File: src/rtl/mem_arbiter.sv
// mem_arbiter: round-robin arbiter sharing one memory port between instruction fetch and data access,
// with a per-transaction ack timeout.
module mem_arbiter #(
   parameter int ADDR    = 16,
   parameter int WORD    = 32,
   parameter int TIMEOUT = 16
) (
   input  logic            clk,
   input  logic            rst,
   input  logic            i_req_i,
   input  logic [ADDR-1:0] i_addr_i,
   output logic            i_ack_o,
   output logic [WORD-1:0] i_rdata_o,
   output logic            i_stall_o,
   input  logic            d_req_i,
   input  logic            d_we_i,
   input  logic [ADDR-1:0] d_addr_i,
   input  logic [WORD-1:0] d_wdata_i,
   output logic            d_ack_o,
   output logic [WORD-1:0] d_rdata_o,
   output logic            err_o,
   output logic            mem_req_o,
   output logic            mem_we_o,
   output logic [ADDR-1:0] mem_addr_o,
   output logic [WORD-1:0] mem_wdata_o,
   input  logic [WORD-1:0] mem_rdata_i,
   input  logic            mem_ack_i
);
   localparam int CW = $clog2(TIMEOUT);
   typedef enum logic [1:0] {IDLE, ISSUE, RESP} state_t;
   state_t          r_state, w_next;
   logic            r_last_d, r_win_d, r_we, r_err;
   logic [ADDR-1:0] r_addr;
   logic [WORD-1:0] r_wdata, r_i_rdata, r_d_rdata;
   logic [CW-1:0]   r_cnt;
   logic            w_gnt, w_gnt_d, w_tmo, w_done, w_issue, w_resp;
   always_comb begin
      w_gnt   = r_state == IDLE && (i_req_i || d_req_i);
      // on a tie the side that did not win last time gets the port
      w_gnt_d = d_req_i && (!i_req_i || !r_last_d);
      w_tmo   = r_cnt == CW'(TIMEOUT - 1) && !mem_ack_i;
      w_done  = mem_ack_i || w_tmo;
      w_issue = r_state == ISSUE;
      w_resp  = r_state == RESP;
      w_next  = r_state == IDLE  ? (w_gnt ? ISSUE : IDLE) :
                r_state == ISSUE ? (w_done ? RESP : ISSUE) : IDLE;
   end
   always_ff @(posedge clk) begin
      if (rst) begin
         r_state   <= IDLE;
         r_last_d  <= 1'b0;
         r_win_d   <= 1'b0;
         r_we      <= 1'b0;
         r_err     <= 1'b0;
         r_addr    <= '0;
         r_wdata   <= '0;
         r_cnt     <= '0;
         r_i_rdata <= '0;
         r_d_rdata <= '0;
      end else begin
         r_state <= w_next;
         if (w_gnt) begin
            r_win_d  <= w_gnt_d;
            r_last_d <= w_gnt_d;
            r_we     <= w_gnt_d && d_we_i;
            r_addr   <= w_gnt_d ? d_addr_i : i_addr_i;
            r_wdata  <= w_gnt_d ? d_wdata_i : '0;
            r_cnt    <= '0;
         end
         if (w_issue) begin
            r_err <= w_tmo;
            if (!mem_ack_i) r_cnt <= r_cnt + 1'b1;
            // a timed-out or write response returns zero data
            if (w_done && r_win_d) r_d_rdata <= (mem_ack_i && !r_we) ? mem_rdata_i : '0;
            if (w_done && !r_win_d) r_i_rdata <= mem_ack_i ? mem_rdata_i : '0;
         end
      end
   end
   assign mem_req_o   = w_issue;
   assign mem_we_o    = w_issue && r_we;
   assign mem_addr_o  = w_issue ? r_addr : '0;
   assign mem_wdata_o = w_issue ? r_wdata : '0;
   assign i_ack_o     = w_resp && !r_win_d;
   assign d_ack_o     = w_resp && r_win_d;
   assign err_o       = w_resp && r_err;
   assign i_rdata_o   = r_i_rdata;
   assign d_rdata_o   = r_d_rdata;
   assign i_stall_o   = i_req_i && !i_ack_o;
endmodule

File: config.mk
export PLATFORM = sky130hd
export DESIGN_NAME = mem_arbiter
export DESIGN_NICKNAME = d
export VERILOG_FILES = /design/src/rtl/mem_arbiter.sv
export SDC_FILE = /design/constraint.sdc
export NUM_CORES = 1
export LEC_CHECK = 0
export ABC_AREA = 0
export CAP_MARGIN = 10
export CORE_MARGIN = 3
export CORE_UTILIZATION = 37
export DETAILED_ROUTE_END_ITERATION = 10
export PLACE_DENSITY_LB_ADDON = 0.05
export REMOVE_ABC_BUFFERS = 1
export SYNTH_ARGS = -nofsm -noshare
export SYNTH_HDL_FRONTEND = slang
export SYNTH_SLANG_ARGS = --single-unit
File: constraint.sdc
create_clock -name clk -period 1.7 [get_ports clk]
set_clock_uncertainty 0.05 [all_clocks]
set_input_delay 0.17 -clock clk [delete_from_list [all_inputs] [get_ports clk]]
set_output_delay 0.17 -clock clk [all_outputs]
set_load 0.1 [all_outputs]
**Word-level counts from Yosys, hierarchy flattened**

Index checks and enable logic that the tools add are counted.

- $add $sub $neg: 1
- Equality and inequality tests: 3
- Mux-type cells: 13
- Reduce and logical (&&, ||, !) cells: 23

Operator list:

| cell | count |
|---|---|
| 2-to-1 mux 32 bit | 4 |
| 2-to-1 mux 16 bit | 2 |
| logical AND 1 bit | 12 |
| 2-to-1 mux 4 bit | 3 |
| 2-to-1 mux 2 bit | 3 |
| logical NOT 1 bit | 5 |
| adder 4 x 1 -> 4 bit, second input constant | 1 |
| equality test 4 bit, second input constant | 1 |
| AND reduction 2 bit | 2 |
| logical OR 1 bit | 3 |
| equality test 2 x 1 -> 1 bit, second input constant | 1 |
| equality test 2 bit, second input constant | 1 |
| logical NOT 2 bit | 1 |
| 2-to-1 mux 1 bit | 1 |

- Logic and storage cells: 49
- Input bits: 102
- Bits in registers: 121

**Logic depth before layout (Yosys ltp)**

Gate-level depths: netlist of the first run.

- Word-level depth: 6
- Depth in mapped cells: 6
- Mapped depth without buffers: 4

**Worst setup path before layout of the first run**

Ideal clock, no wire load.

- Path type: reg2out
- Start: register r_state[0]
- End: output port i_stall_o
- Slack: -1307 ps
- Cell stages (with the launch flop): 4
- Arrival: 2787 ps
- Required time: 1480 ps
- Cell sequence: dfxtp_1 nand2b_1 nor2_1 nor2b_1

- Word-level cells in the longest chain between the ends: 4

RTL lines:

| element | line | text |
|---|---|---|
| start, declared | 31 | `state_t r_state, w_next;` |
| start signal, assigned | 61 | `r_state <= w_next;` |
| equality test 2 bit | 44 | `w_resp = r_state == RESP;` |
| logical AND 1 bit | 83 | `assign i_ack_o = w_resp && !r_win_d;` |
| net i_ack_o | 12 | `output logic i_ack_o,` |
| logical NOT 1 bit | 88 | `assign i_stall_o = i_req_i && !i_ack_o;` |
| logical AND 1 bit | 88 |  |
| end, declared | 14 | `output logic i_stall_o,` |

The timed path passes the listed nets, and every way through them passes these cells.

**Worst setup path after layout of the first run**

- Start: register r_state[1]
- End: output port mem_wdata_o[13]

- Word-level cells in the longest chain between the ends: 2

RTL lines:

| element | line | text |
|---|---|---|
| equality test 2 x 1 -> 1 bit | 43 | `w_issue = r_state == ISSUE;` |
| 2-to-1 mux 32 bit | 82 | `assign mem_wdata_o = w_issue ? r_wdata : '0;` |
| end, declared | 25 | `output logic [WORD-1:0] mem_wdata_o,` |

No other way between the ends.

==> impl_results.rst, run 1 <==
.. list-table::
   :header-rows: 1

   * - Metric
     - Value
   * - Detail Route Antenna Nets
     - 0
   * - GR Overflow Total
     - 0
   * - Final number of setup-violating endpoints
     - 49
   * - Class of the tightest hold or removal check
     - input pin to flip-flop
   * - Worst-case clock buffer depth
     - 2
   * - Met2 routed wirelength
     - 6.976 mm
   * - Antenna diodes
     - 0
   * - Tightest slew margin relative to the limit
     - 0.7127
   * - CP arrival
     - 1.51 ns
   * - Count of flip-flops with a built-in enable after synthesis
     - 0
   * - Footprint of the multi-input gates
     - 2138 um2
   * - Required time reported for the critical path endpoint
     - 1.48 ns
   * - Vias after detailed routing
     - 4,528
   * - Synthesized netlist cell count
     - 485
   * - Count of buffers from port buffering
     - 219
   * - Starting density of the core
     - 0.3848
   * - Setup slack after layout
     - -0.03267 ns
   * - Delay contributed by the slowest stage of the critical path
     - 0.35 ns
   * - DRC errors left
     - 0
   * - Die area
     - 14,090 um2
   * - Floorplan Core Area
     - 12,210 um2
   * - Area of all placed cells without fillers
     - 8658 um2
   * - Drt first-iter violations
     - 368
   * - Result of the run
     - complete, but fails checks
   * - Crit path time final
     - 1.733 ns
   * - Cell with the biggest individual delay on the critical path
     - sky130_fd_sc_hd__dfxtp_2
   * - Setup CP Type
     - flip-flop to output pin
   * - Leakage component of the power
     - 3.461 nW
   * - Later-pin clock latency in the skew report
     - 0.41 ns
   * - Count of unique library cells instantiated by Yosys
     - 44
   * - H-tree Lvls
     - 4
   * - Number of slew-limit violations in the final report
     - 0
   * - Via count of the first global-routing pass
     - 4,644
   * - Count of max-cap constraint violations
     - 0
   * - CTS root buffer
     - sky130_fd_sc_hd__clkbuf_16
   * - Final Util
     - 0.7090
   * - Seq. cell area
     - 2429 um2
   * - Worst-case hold slack
     - 0.06681 ns
   * - Routability cong.
     - 0.8077
   * - Hold Vio Cnt, Final
     - 0
   * - Slew at the pin with the worst max-slew slack
     - 0.4310 ns
   * - Fillcell total
     - 938
   * - Area growth, synth to finish
     - 84.24%
   * - Placement Cell Area
     - 7883 um2
   * - Ys Warns
     - 0
   * - Boundary Pins
     - 220
   * - # nets final
     - 810
   * - Crit path buffers/inverters
     - 3
   * - Overall die height
     - 118.7 um
   * - Highest achievable clock rate
     - 0.5771 GHz
   * - Maximum number of pins on one net before global-route repair
     - 41
   * - Proportion of register bits with asynchronous set or reset after synthesis
     - 0
   * - Post-synthesis register bit count
     - 121
   * - Die boundary width
     - 118.7 um
   * - Clock tree from TritonCTS
     - done
   * - Setup slack after placement
     - -0.05583 ns
   * - Netlist area before placement
     - 4700 um2
   * - CTS buffer count
     - 17
   * - Power density normalized to cell area
     - 957.9 nW/um2
   * - Drt via density
     - 5.128
   * - Cell Rows
     - 40
   * - Wire length after detailed routing
     - 14.57 mm
   * - Syn_area_per_cell
     - 9.690 um2
   * - Number of antenna violations at the first check in global routing
     - 0
   * - Half-perimeter wire length of the detailed placement result
     - 10.23 mm
   * - Peak supply drop
     - 0.8691 mV
   * - Layout cells sized above 1
     - 0.3357
   * - Series of cell instances along the critical path
     - nand2b_4 -> inv_8 -> buf_16 -> and2_4 -> buf_12
   * - Detailed Routing Iterations Pass 1
     - 5
   * - Sort of element at the end of the critical path
     - output pin
   * - Final worst-path cycle share
     - 1.019
   * - Violated checks
     - negative setup slack
   * - Uppermost layer routed
     - met4
   * - Most used DFF post-synth
     - sky130_fd_sc_hd__dfxtp_1
   * - Clock transition at the register clock pins on the worst setup and hold paths after CTS
     - 0.05 ns
   * - Worst setup SP type
     - flip-flop
   * - Crit path max fanout
     - 17
   * - Clock sink count
     - 121
   * - Fraction of the yosys area taken by sequential cells
     - 0.5154
   * - Largest delay share family, worst path
     - buffers and inverters
   * - Global-route wire length before repair
     - 23.59 mm
   * - Routed met3 length
     - 1.164 mm
   * - GRT Util Overall
     - 0.2093
   * - Setup repair after global routing missed its margin
     - true
   * - Wire length per cell
     - 16.50 um
   * - Wire length the detailed router placed on met1
     - 6.171 mm
-- power breakdown --
| group | switching (mW) | internal, mW | total, mW |
|---|---|---|---|
| sequential | 0.0970 | 2.99 | 3.09 |
| clock | 1.15 | 2.11 | 3.26 |
| combinational | 1.16 | 0.782 | 1.94 |
| total | 2.41 | 5.88 | 8.29 |
-- routing by layer --
layer | vias to the layer above | GRT usage
met3 | 23 | 0.07895
met5 | - | 0
met2 | 186 | 0.3393
li1 | 2163 | -
met1 | 2156 | 0.2524
met4 | 0 | 0.07820
-- worst paths after layout --
kind              start              end  slack, ns  cells past startpoint
max          r_state[1]  mem_wdata_o[13]      -0.03                      5
max reg2reg    r_cnt[1]    d_rdata_o[23]       0.08                      5
min reg2reg       r_err            r_err       0.41                      2
min                 rst       r_state[0]       0.07                      2
-- cells by family (layout without fill, tap and decap cells) --
logic type | after synthesis | after routing | share of synthesized area
simple gates | 139 | 139 | 0.1584
xor+xnor | 2 | 2 | 0.003728
fa+ha+maj | 1 | 1 | 0.002662
compound gates | 172 | 172 | 0.2577
mux | 1 | 1 | 0.002130
flops | 121 | 121 | 0.5154
buf+inv | 49 | 279 | 0.05990
-- registers in the layout (all words and copies together) (netlist names) --
register   count
d_rdata_o     32
i_rdata_o     32
r_wdata       32
r_addr        16
r_cnt          4
r_state        2
r_err          1
r_we           1
r_win_d        1
-- cells in the final DEF, fill, tap and decap left out, drive strengths merged, types with 2 or more instances in the layout --
cell | Yosys | layout
inv | 5 | 5
dfxtp | 121 | 121
and2 | 50 | 50
nand2b | 3 | 3
nor2 | 6 | 6
a21oi | 51 | 51
nand2 | 66 | 66
a22o | 65 | 65
clkbuf | 14 | 23
clkdlybuf4s50 | 0 | 100
clkinv | 0 | 3
a311oi | 16 | 16
nor3 | 3 | 3
o21ai | 32 | 32
nand3 | 2 | 2
buf | 30 | 147
-- through the flow --
stage / setup TNS, ns / std cells / power (mW)
5_1_grt: -3.954 / 883 / 8.591
6_report: -1.180 / 883 / 8.294
3_5_place_dp: -0.3069 / 852 / 4.978
3_3_place_gp: 0 / 852 / 4.948
2_1_floorplan: -62.68 / 441 / 4.136
4_1_cts: -2.467 / 883 / 8.364
-- synth_stat cells, types with 2 or more instances --
library cell	instances	area, um2
sky130_fd_sc_hd__inv_1	4	15.01
sky130_fd_sc_hd__nand2_1	66	247.7
sky130_fd_sc_hd__dfxtp_1	121	2422
sky130_fd_sc_hd__nand2b_1	2	12.51
sky130_fd_sc_hd__nor3_2	2	20.02
sky130_fd_sc_hd__nor2_1	6	22.52
sky130_fd_sc_hd__a21oi_1	50	250.2
sky130_fd_sc_hd__clkbuf_1	12	45.04
sky130_fd_sc_hd__buf_6	9	101.4
sky130_fd_sc_hd__o21ai_1	4	20.02
sky130_fd_sc_hd__a22o_1	65	569.3
sky130_fd_sc_hd__nand3_1	2	10.01
sky130_fd_sc_hd__buf_2	19	95.09
sky130_fd_sc_hd__and2_1	50	312.8
sky130_fd_sc_hd__clkbuf_2	2	10.01
sky130_fd_sc_hd__o21ai_0	28	140.1
sky130_fd_sc_hd__a311oi_1	16	140.1
-- final cells by class --
type	count	share of cell area
clock buffer	23	0.05636
sequential	121	0.2805
inverter	5	0.003035
tap	168	0.02428
clock inverter	4	0.005202
multi-input combinational	315	0.2470
timing repair buffer	247	0.3837
-- timing repair --
action	in CTS	in global routing
pin swaps	1	1
resized for setup	69	3
endpoints found under the setup margin	54	54
buffers inserted	3	0
hold buffers	0	0
gates cloned	1	0
Note: power is estimated with default switching activity, not from simulation.
==> run 2, diff against run 1 <==
--- a/config.mk
+++ b/config.mk
@@ -11,6 +11,7 @@
 export CORE_UTILIZATION = 37
 export DETAILED_ROUTE_END_ITERATION = 10
 export PLACE_DENSITY_LB_ADDON = 0.05
+export RECOVER_POWER = 25
 export REMOVE_ABC_BUFFERS = 1
 export SYNTH_ARGS = -nofsm -noshare
 export SYNTH_HDL_FRONTEND = slang
==> run 2 against run 1 <==
Compared with the run above:
- via count up 0.60%
- worst setup slack lost 0.0025 ns
- non-clock buffer count unchanged
- first-iteration DRC count is 7.6% higher
- the flow still finishes with violations (negative setup slack)
- sequential cell count unchanged
- largest cell class unchanged
- largest power group unchanged
- sequential share of layout area up 1.8 points
- utilization shrank 4.4 points
==> impl_results.rst, run 2 (synthesized netlist as in run 1, its figures left out) <==
.. list-table::
   :header-rows: 1

   * - Metric
     - Value
   * - Power density normalized to cell area
     - 1014 nW/um2 (was 957.9 nW/um2)
   * - Detail Route Antenna Nets
     - 0 (unchanged)
   * - Via count of the first global-routing pass
     - 4,644 (unchanged)
   * - Worst R2R Setup Slack
     - 0.08 ns (about the same)
   * - Final total power
     - 8.241 mW (was 8.294 mW)
   * - Cell Rows
     - 40 (unchanged)
   * - Global-route wire length before repair
     - 23.59 mm (unchanged)
   * - Detailed Routing Iterations Pass 1
     - 5 (unchanged)
   * - Routability cong.
     - 0.8077 (unchanged)
   * - Drt first-iter violations
     - 396 (was 368)
   * - Cell with the biggest individual delay on the critical path
     - sky130_fd_sc_hd__dfxtp_2 (unchanged)
   * - Area of all placed cells without fillers
     - 8125 um2 (was 8658 um2)
   * - H-tree Lvls
     - 4 (unchanged)
   * - GR Overflow Total
     - 0 (unchanged)
   * - Floorplan Core Area
     - 12,210 um2 (unchanged)
   * - Result of the run
     - complete, but fails checks (unchanged)
   * - Area growth, synth to finish
     - 72.90% (was 84.24%)
   * - Crit path buffers/inverters
     - 3 (unchanged)
   * - GRT Util Overall
     - 0.2093 (unchanged)
   * - Worst-case reg-to-reg path depth
     - 5 (unchanged)
   * - Quantity of hold-fixing buffers added after cts
     - 0 (unchanged)
   * - Peak supply drop
     - 0.8662 mV (was 0.8691 mV)
   * - Series of cell instances along the critical path
     - nand2b_4 -> inv_8 -> buf_12 -> and2_4 -> buf_12 (was nand2b_4 -> inv_8 -> buf_16 -> and2_4 -> buf_12)
   * - Accumulated negative setup slack
     - -1.082 ns (was -1.180 ns)
   * - Required time reported for the critical path endpoint
     - 1.48 ns (about the same)
   * - Final worst-path cycle share
     - 1.021 (was 1.019)
   * - Overall die height
     - 118.7 um (unchanged)
   * - Half-perimeter wire length of the detailed placement result
     - 10.23 mm (unchanged)
   * - Hold Vio Cnt, Final
     - 0 (unchanged)
   * - Crit path time final
     - 1.735 ns (was 1.733 ns)
   * - Count of max-cap constraint violations
     - 0 (unchanged)
   * - Wire length after detailed routing
     - 14.71 mm (was 14.57 mm)
   * - Hold Path Stages
     - 2 (unchanged)
   * - Later-pin clock latency in the skew report
     - 0.41 ns (about the same)
   * - Clock transition at the register clock pins on the worst setup and hold paths after CTS
     - 0.05 ns (about the same)
   * - Final Util
     - 0.6654 (was 0.7090)
   * - Setup slack after placement
     - -0.05583 ns (unchanged)
   * - Starting density of the core
     - 0.3848 (unchanged)
   * - Die boundary width
     - 118.7 um (unchanged)
   * - Violated checks
     - negative setup slack (unchanged)
   * - Tightest slew margin relative to the limit
     - 0.6181 (was 0.7127)
   * - Worst setup SP type
     - flip-flop (unchanged)
   * - # nets final
     - 810 (unchanged)
   * - Leakage component of the power
     - 3.334 nW (was 3.461 nW)
   * - Placement Cell Area
     - 7883 um2 (unchanged)
   * - Hold Path Sink
     - r_state[0] (unchanged)
   * - Class of the tightest hold or removal check
     - input pin to flip-flop (unchanged)
   * - Layout cells sized above 1
     - 0.3357 (unchanged)
   * - Wire length per cell
     - 16.66 um (was 16.50 um)
   * - Boundary Pins
     - 220 (unchanged)
   * - CP arrival
     - 1.52 ns (was 1.51 ns)
   * - Crit path max fanout
     - 17 (unchanged)
   * - Drt via density
     - 5.159 (was 5.128)
   * - Hold path startpoint
     - rst (unchanged)
   * - Setup repair after global routing missed its margin
     - true (unchanged)
   * - Most frequent cells in the layout
     - sky130_fd_sc_hd__dfxtp_1 (118), sky130_fd_sc_hd__clkdlybuf4s50_1 (100), sky130_fd_sc_hd__nand2_1 (66), sky130_fd_sc_hd__a22o_1 (65), sky130_fd_sc_hd__buf_12 (61) (was sky130_fd_sc_hd__dfxtp_1 (118), sky130_fd_sc_hd__clkdlybuf4s50_1 (100), sky130_fd_sc_hd__buf_12 (95), sky130_fd_sc_hd__nand2_1 (66), sky130_fd_sc_hd__a22o_1 (65))
   * - Number of antenna violations at the first check in global routing
     - 0 (unchanged)
   * - CTS root buffer
     - sky130_fd_sc_hd__clkbuf_16 (unchanged)
   * - Count of buffers from port buffering
     - 219 (unchanged)
   * - Final number of setup-violating endpoints
     - 49 (unchanged)
   * - Maximum number of pins on one net before global-route repair
     - 41 (unchanged)
   * - Cell mode on critical path
     - sky130_fd_sc_hd__buf_12
   * - Worst-case clock buffer depth
     - 2 (unchanged)
   * - Delay contributed by the slowest stage of the critical path
     - 0.35 ns (about the same)
   * - Die area
     - 14,090 um2 (unchanged)
   * - Clock sink count
     - 121 (unchanged)
   * - Setup slack after layout
     - -0.03521 ns (was -0.03267 ns)
   * - Number of slew-limit violations in the final report
     - 0 (unchanged)
   * - Sort of element at the end of the critical path
     - output pin (unchanged)
   * - Highest achievable clock rate
     - 0.5763 GHz (was 0.5771 GHz)
   * - Leading cell type in the layout, fill and taps excluded
     - sky130_fd_sc_hd__dfxtp_1 (unchanged)
   * - CTS buffer count
     - 17 (unchanged)
   * - Slew at the pin with the worst max-slew slack
     - 0.5752 ns (was 0.4310 ns)
   * - Startpoint of the worst register-to-register path
     - r_cnt[1] (unchanged)
   * - Vias after detailed routing
     - 4,555 (was 4,528)
   * - Endpoint of the worst-slack reg-to-reg timing path
     - d_rdata_o[23] (unchanged)
   * - Largest delay share family, worst path
     - buffers and inverters (unchanged)
   * - Clock tree from TritonCTS
     - done (unchanged)
   * - DRC errors left
     - 0 (unchanged)
   * - Setup CP Type
     - flip-flop to output pin (unchanged)
   * - Antenna diodes
     - 0 (unchanged)
## run 2: cell types whose count changed in the layout (fill, tap and decap cells not counted), sizes merged
cell,delta
clkbuf,+43
buf,-43
## run 2: layout make-up
cell class | instances | area [um2]
clock inverters | 4 | 45.04
flip-flops and latches | 121 | 2429
repair buffers | 247 | 2789
clock buffers | 23 | 488.0
fillers | 1003 | 4086
inverters | 5 | 26.28
multi-input cells | 315 | 2138
well taps | 168 | 210.2
## run 2: metal layers
metal / wire (um) / track usage / share of wire / up-vias
met5: 0 / 0 / 0 / -
met4: 255 / 0.07820 / 0.017 / 0
met3: 1209 / 0.07895 / 0.082 / 24
met2: 7036 / 0.3393 / 0.48 / 201
met1: 6207 / 0.2524 / 0.42 / 2165
li1: - / - / - / 2165
## run 2: how the worst max path moves through the flow
stage / start / cells after the start / slack (ns) / end
after floorplan: r_state[0] / 3 / -1.31 / i_stall_o
after global placement: i_req_i / 5 / 0.02 / r_addr[11]
after detailed placement: i_req_i / 5 / -0.06 / r_addr[9]
after CTS: r_state[1] / 5 / -0.06 / mem_wdata_o[25]
after global routing: r_state[1] / 5 / -0.09 / mem_wdata_o[8]
final: r_state[1] / 5 / -0.04 / mem_wdata_o[8]
## run 2: stage by stage
step | hold WS [ns] | cells
2_1_floorplan | 0.1891 | 441
3_3_place_gp | 0.3950 | 852
3_5_place_dp | 0.4056 | 852
4_1_cts | 0.04889 | 883
5_1_grt | 0.07760 | 883
6_report | 0.06726 | 883
## run 2: timing repair
item	4_1_cts	5_1_grt
hold endpoints to repair	0	0
endpoints found under the setup margin	54	54
resized for setup	69	3
buffers inserted	3	0
gates cloned	1	0
pin swaps	1	1
## run 2: report_power, final
group	internal [mW]	leakage (nW)	total [mW]	switching [mW]
registers	2.99	0.987	3.08	0.0892
logic	0.733	2.08	1.89	1.16
clock network	2.11	0.266	3.27	1.15
